<file path="src/rtl/vga_timing_gen_pkg.sv">
// Shared 640x480@60 Hz timing constants and small helpers for the VGA timing generator,
// the pixel generator and the game logic.
package vga_timing_gen_pkg;

    localparam int unsigned CNT_W = 10;
    localparam int unsigned FC_W  = 16;

    localparam int unsigned DEF_CLK_DIV = 4;
    localparam int unsigned DEF_H_TOTAL = 800;
    localparam int unsigned DEF_H_SYNC  = 96;
    localparam int unsigned DEF_H_START = 144;
    localparam int unsigned DEF_H_END   = 784;
    localparam int unsigned DEF_V_TOTAL = 525;
    localparam int unsigned DEF_V_SYNC  = 2;
    localparam int unsigned DEF_V_START = 35;
    localparam int unsigned DEF_V_END   = 515;

    // Half-open interval test lo <= x < hi on a scan coordinate.
    function automatic logic in_window(
        input logic [CNT_W-1:0] x,
        input logic [CNT_W-1:0] lo,
        input logic [CNT_W-1:0] hi
    );
        return (x >= lo) && (x < hi);
    endfunction

endpackage

</file>
<file path="src/rtl/vga_timing_gen_pix_en_gen.sv">
// Pixel-enable divider: one-clock pulse every CLK_DIV system clocks.
// With CLK_DIV=1 the counter is a constant 0 and the pulse is permanently high.
module vga_timing_gen_pix_en_gen #(
    parameter int unsigned CLK_DIV = 4
) (
    input  logic clk_i,
    input  logic rst_ni,
    output logic pix_en_o
);

    localparam int unsigned    DIV_W    = (CLK_DIV > 1) ? $clog2(CLK_DIV) : 1;
    localparam logic [DIV_W-1:0] DIV_LAST = DIV_W'(CLK_DIV - 1);

    logic [DIV_W-1:0] div_q;
    logic [DIV_W-1:0] div_d;

    // Next divider value: wrap after the last phase.
    always_comb begin
        div_d = div_q;
        if (div_q == DIV_LAST) begin
            div_d = {DIV_W{1'b0}};
        end else begin
            div_d = div_q + DIV_W'(1);
        end
    end

    // Divider state register.
    always_ff @(posedge clk_i or negedge rst_ni) begin
        if (!rst_ni) begin
            div_q <= {DIV_W{1'b0}};
        end else begin
            div_q <= div_d;
        end
    end

    assign pix_en_o = (div_q == DIV_LAST);

endmodule

</file>
<file path="src/rtl/vga_timing_gen.sv">
// VGA scan timing generator: pixel/line counters, registered bright/sync decodes,
// vblank and frame ticks, and a free-running frame counter.
module vga_timing_gen
    import vga_timing_gen_pkg::*;
#(
    parameter int unsigned CLK_DIV = DEF_CLK_DIV,
    parameter int unsigned H_TOTAL = DEF_H_TOTAL,
    parameter int unsigned H_SYNC  = DEF_H_SYNC,
    parameter int unsigned H_START = DEF_H_START,
    parameter int unsigned H_END   = DEF_H_END,
    parameter int unsigned V_TOTAL = DEF_V_TOTAL,
    parameter int unsigned V_SYNC  = DEF_V_SYNC,
    parameter int unsigned V_START = DEF_V_START,
    parameter int unsigned V_END   = DEF_V_END
) (
    input  logic             clk,
    input  logic             rst_l,
    output logic [CNT_W-1:0] hCount,
    output logic [CNT_W-1:0] vCount,
    output logic             bright,
    output logic             hSync,
    output logic             vSync,
    output logic             pix_en,
    output logic             vblank_tick,
    output logic             frame_tick,
    output logic [FC_W-1:0]  frame_count
);

    localparam logic [CNT_W-1:0] H_LAST    = CNT_W'(H_TOTAL - 1);
    localparam logic [CNT_W-1:0] V_LAST    = CNT_W'(V_TOTAL - 1);
    localparam logic [CNT_W-1:0] V_VIS_END = CNT_W'(V_END - 1);
    localparam logic [CNT_W-1:0] H_SYNC_C  = CNT_W'(H_SYNC);
    localparam logic [CNT_W-1:0] V_SYNC_C  = CNT_W'(V_SYNC);
    localparam logic [CNT_W-1:0] H_START_C = CNT_W'(H_START);
    localparam logic [CNT_W-1:0] H_END_C   = CNT_W'(H_END);
    localparam logic [CNT_W-1:0] V_START_C = CNT_W'(V_START);
    localparam logic [CNT_W-1:0] V_END_C   = CNT_W'(V_END);

    logic             pix_en_s;
    logic             line_end_s;
    logic             frame_end_s;
    logic             vblank_s;

    logic [CNT_W-1:0] h_q, h_d;
    logic [CNT_W-1:0] v_q, v_d;
    logic             bright_q, bright_d;
    logic             hsync_q, hsync_d;
    logic             vsync_q, vsync_d;
    logic [FC_W-1:0]  fc_q, fc_d;

    vga_timing_gen_pix_en_gen #(
        .CLK_DIV (CLK_DIV)
    ) u_pix_en_gen (
        .clk_i    (clk),
        .rst_ni   (rst_l),
        .pix_en_o (pix_en_s)
    );

    assign line_end_s  = pix_en_s && (h_q == H_LAST);
    assign frame_end_s = line_end_s && (v_q == V_LAST);
    assign vblank_s    = line_end_s && (v_q == V_VIS_END);

    // Scan position next state: h wraps at line end, v steps only on line end.
    always_comb begin
        h_d = h_q;
        v_d = v_q;
        if (pix_en_s) begin
            if (h_q == H_LAST) begin
                h_d = {CNT_W{1'b0}};
                if (v_q == V_LAST) begin
                    v_d = {CNT_W{1'b0}};
                end else begin
                    v_d = v_q + CNT_W'(1);
                end
            end else begin
                h_d = h_q + CNT_W'(1);
                v_d = v_q;
            end
        end else begin
            h_d = h_q;
            v_d = v_q;
        end
    end

    // Decodes use next-state counters so the registered flags line up with hCount/vCount.
    always_comb begin
        bright_d = in_window(h_d, H_START_C, H_END_C) && in_window(v_d, V_START_C, V_END_C);
        hsync_d  = !(h_d < H_SYNC_C);
        vsync_d  = !(v_d < V_SYNC_C);
    end

    // Frame counter next state, wrapping naturally at the top of its range.
    always_comb begin
        fc_d = fc_q;
        if (frame_end_s) begin
            fc_d = fc_q + FC_W'(1);
        end else begin
            fc_d = fc_q;
        end
    end

    // Counter, decode and frame-count registers.
    always_ff @(posedge clk or negedge rst_l) begin
        if (!rst_l) begin
            h_q      <= {CNT_W{1'b0}};
            v_q      <= {CNT_W{1'b0}};
            bright_q <= 1'b0;
            hsync_q  <= 1'b0;
            vsync_q  <= 1'b0;
            fc_q     <= {FC_W{1'b0}};
        end else begin
            h_q      <= h_d;
            v_q      <= v_d;
            bright_q <= bright_d;
            hsync_q  <= hsync_d;
            vsync_q  <= vsync_d;
            fc_q     <= fc_d;
        end
    end

    assign hCount      = h_q;
    assign vCount      = v_q;
    assign bright      = bright_q;
    assign hSync       = hsync_q;
    assign vSync       = vsync_q;
    assign pix_en      = pix_en_s;
    assign vblank_tick = vblank_s;
    assign frame_tick  = frame_end_s;
    assign frame_count = fc_q;

endmodule
</file>
<file path="config.mk">
export PLATFORM = sky130hd
export DESIGN_NAME = vga_timing_gen
export DESIGN_NICKNAME = d
export VERILOG_FILES = /design/src/rtl/vga_timing_gen_pkg.sv /design/src/rtl/vga_timing_gen_pix_en_gen.sv /design/src/rtl/vga_timing_gen.sv
export SDC_FILE = /design/constraint.sdc
export NUM_CORES = 1
export LEC_CHECK = 0
export ABC_CLOCK_PERIOD_IN_PS = 5900
export CAP_MARGIN = 20
export CORE_MARGIN = 5
export CORE_UTILIZATION = 55
export DETAILED_ROUTE_END_ITERATION = 16
export PLACE_DENSITY = 0.82
export SLEW_MARGIN = 20
export SYNTH_ARGS = -nofsm -noshare
export SYNTH_HDL_FRONTEND = slang
export SYNTH_HIERARCHICAL = 1
export SYNTH_SLANG_ARGS = --single-unit
</file>
<file path="constraint.sdc">
create_clock -name clk -period 5.9 [get_ports clk]
set_input_delay 0.885 -clock clk [delete_from_list [all_inputs] [get_ports clk]]
set_output_delay 0.885 -clock clk [all_outputs]
set_load 0.01 [all_outputs]
</file>
==> run_results.csv <==
group,metric,value,unit
outcome,outcome,"finished, final reports clean",
route,first_iter_violations,73,
global_route,grt.total_usage,18.5,%
pwr,fin_total_pwr,0.000548,W
floorplan,dieArea,0.00521,mm^2
floorplan,std_cell_rows,22,
layout,area_delta_synth_final,27.0,%
layout,num-nets-final,261,
clock_tree,cts_hold_buf,0,
floorplan,ios,44,
place,gp_routability_congestion,0.940,
global_route,grt_max_degree,42,
sta,slew_viol_final,0,
synthesis,synth_compound_area_share,10.2,%
clock_tree,cts.sinks,41,
synthesis,synthMuxAreaShare,1.00,%
setup_path,critPathArrivalTime,2540,ps
synthesis,synth-simple-area-share,23.2,%
clock_tree,postCtsSetupBuffers,0,
setup_path,critPathCapture,"frame_tick",
route,vias,1698,
min_path,min_path_type,"register to register",
layout,diodes,0,
synthesis,ys.warnings.count,6,
sta,finalCriticalPeriod,3430,ps
route,wl,4410,um
clock_tree,cts_made_buffers,5,
clock_tree,cts_resized,0,
pwr,p_leak,1.24,nW
sta,setup_slack,2470,ps
setup_path,r2r-end,"hSync",
clock_tree,clk_latency,290,ps
pwr,power_density,203,mW/mm^2
sta,hold_viol_final,0,
setup_path,regToRegSetupSlack,3150,ps
clock_tree,root_buffer,"clkbuf_8",
synthesis,synth.top_cell.area_share,48.3,%
synthesis,synthArstFlopShare,100,%
route,vias_per_cell,5.62,
setup_path,critPathLaunchType,"register",
synthesis,yosysSeqAreaShare,48.3,%
floorplan,die_h,72.2,um
place,dp_worst_setup_slack,2820,ps
synthesis,synth_seq_cells,41,
global_route,grt_antenna_before_repair,0,
floorplan,coreArea,0.00372,mm^2
clock_tree,path_clk_slew,70,ps
route,route.detailed.drc,0,
synthesis,synth_top_family_by_area,"simple AND/OR/NAND/NOR gates",
clock_tree,cts_htree_levels,2,
global_route,grt_pass1_vias,1586,
setup_path,cp-end-kind,"output pin",
sta,setup_viol,0,
global_route,grt_first_pass_wirelength,7580,um
route,drtPass1Iterations,4,
route,ant_nets,0,
setup_path,regToRegStartpoint,"u_pix_en_gen/div_q[0]",
sta,slew_headroom,42.0,%
setup_path,worst-setup-path-type,"register to output pin",
sta,tns,0,ps
layout,layout-drive-gt1-share,7.09,%
setup_path,cp_max_fo,12,
synthesis,netlist_area,0.00213,mm^2
synthesis,synthAdderAreaFrac,3.53,%
synthesis,synth_edf_count,0,
synthesis,synthFlopType,"dfrtp_1",
floorplan,fp.dieW,72.2,um
run,cap_violations,0,
synthesis,synth-xor-area-share,10.3,%
setup_path,worst_ep_required_time,5020,ps
global_route,grt-ovfl-total,0,
place,placed_area,0.00256,mm^2
sta,hold_ws,428,ps
clock_tree,cts.path.max_buffers,2,
floorplan,initial_core_util,57.2,%
synthesis,synthTopCellsByArea,"dfrtp_1, xnor2_1, nand2_1",
pwr,worst_ir_drop_vdd,0.000149,V
setup_path,critPathLaunch,"u_pix_en_gen/div_q[0]",
sta,period_share,58.1,%
sta,rsz0062_at_grt,"no",
sta,worst_pin_slew,870,ps
sta,max_freq,292,MHz
synthesis,syn_inst,209,
setup_path,worst-r2r-cell-count,8,
route,wl_per_cell,14.6,um
synthesis,synth_nets,217,
synthesis,synth_largest_area_cell,"dfrtp_1",
sta,skew,5.47,ps
clock_tree,tritoncts,"done",
synthesis,postSynthAreaPerCell,10.2,um^2
place,port_buffers,43,
place,place_hpwl,3150,um
layout,final_area,0.00270,mm^2
synthesis,ys_types,50,
-- worst max-delay path, stage by stage (launching register included) --
cell and delay, ps:
dfrtp_1 350, ha_1 340, and4_4 300, nand4b_2 310
nor2_2 350, clkdlybuf4s50_1 600
-- metrics by stage --
stage | cells | util [%]
after CTS | 302 | 72.6
after floorplan | 209 | -
after global routing | 302 | 72.6
after detailed placement | 294 | 69.0
after global placement | 294 | 69.0
final | 302 | 72.6
-- flip-flops by register name, summed over array words and instances, names as in the netlist --
register            flops
bright                  1
frame_count            16
hCount                 10
hSync                   1
u_pix_en_gen/div_q      2
vCount                 10
vSync                   1
-- cell usage in the layout (no fill, tap or decap), types with 2 or more instances in the layout --
master / Yosys / final
bufinv_16: 0 / 2
nor2b_1: 2 / 2
nor3_1: 6 / 6
nand4_1: 4 / 4
and4_1: 3 / 3
or4_1: 2 / 2
o31ai_2: 2 / 2
ha_1: 6 / 6
xor2_1: 10 / 10
o21ai_0: 8 / 8
clkbuf_8: 0 / 5
clkdlybuf4s50_1: 0 / 42
dfrtp_1: 41 / 41
nor2_1: 19 / 19
and4b_1: 2 / 2
xnor2_1: 15 / 15
and3_1: 7 / 7
nand2_1: 25 / 25
o21ai_1: 2 / 2
a21oi_1: 3 / 3
a21boi_0: 2 / 2
nand3_1: 11 / 11
inv_1: 7 / 7
-- report_power, final --
part	switching [W]	leakage, nW	total [W]	internal (W)
sequential	0	0.559	0.000281	0.000281
clock	0.0000941	0.0681	0.000262	0.000168
combinational	0.00000503	0.611	0.00000527	0.000000239
total	0.0000991	1.24	0.000548	0.000449
-- synth_stat cells (2+ instances only) --
master / count
dfrtp_1: 41
nand2_1: 25
nor2_1: 19
xnor2_1: 15
nand3_1: 11
xor2_1: 10
o21ai_0: 8
and3_1: 7
inv_1: 7
ha_1: 6
nor3_1: 6
nand4_1: 4
a21oi_1: 3
and4_1: 3
a21boi_0: 2
and4b_1: 2
buf_4: 2
buf_6: 2
nor2b_1: 2
o21ai_1: 2
o31ai_2: 2
or4_1: 2
-- worst min-delay path by stage --
| stage | from | endpoint | slack [ps] | depth (start not counted) |
|---|---|---|---|---|
| final | u_pix_en_gen/div_q[0] | u_pix_en_gen/div_q[0] | 430 | 1 |
| after global routing | u_pix_en_gen/div_q[0] | u_pix_en_gen/div_q[0] | 440 | 1 |
| after CTS | u_pix_en_gen/div_q[0] | u_pix_en_gen/div_q[0] | 430 | 1 |
| after detailed placement | u_pix_en_gen/div_q[0] | u_pix_en_gen/div_q[0] | 420 | 1 |
| after global placement | u_pix_en_gen/div_q[0] | u_pix_en_gen/div_q[0] | 410 | 1 |
| after floorplan | u_pix_en_gen/div_q[0] | u_pix_en_gen/div_q[0] | 400 | 1 |
-- cell type report --
| class | instances | area [um^2] |
|---|---|---|
| inverters | 7 | 26.3 |
| repair buffers | 43 | 425 |
| clock inverters | 3 | 65.1 |
| clock buffers | 5 | 68.8 |
| multi-input cells | 155 | 1030 |
| fillers | 285 | 1020 |
| flip-flops and latches | 41 | 1030 |
| well taps | 48 | 60.1 |
-- routing by layer --
metal	GRT usage [%]	routed length, um
met1	24.5	1990
met2	27.9	2020
met3	6.65	321
met4	6.47	68
met5	0	0
-- logic make-up (layout without fill, tap and decap cells) --
family,after synthesis,in the layout
muxes,2,2
adders and majority gates,6,6
xor gates and xnor gates,25,25
buffers and inverters,13,58
DFF,41,41
AOI/OAI and AO/OA,30,30
and+or+nand+nor,92,92
No activity file was read; power rests on OpenSTA's default activity.
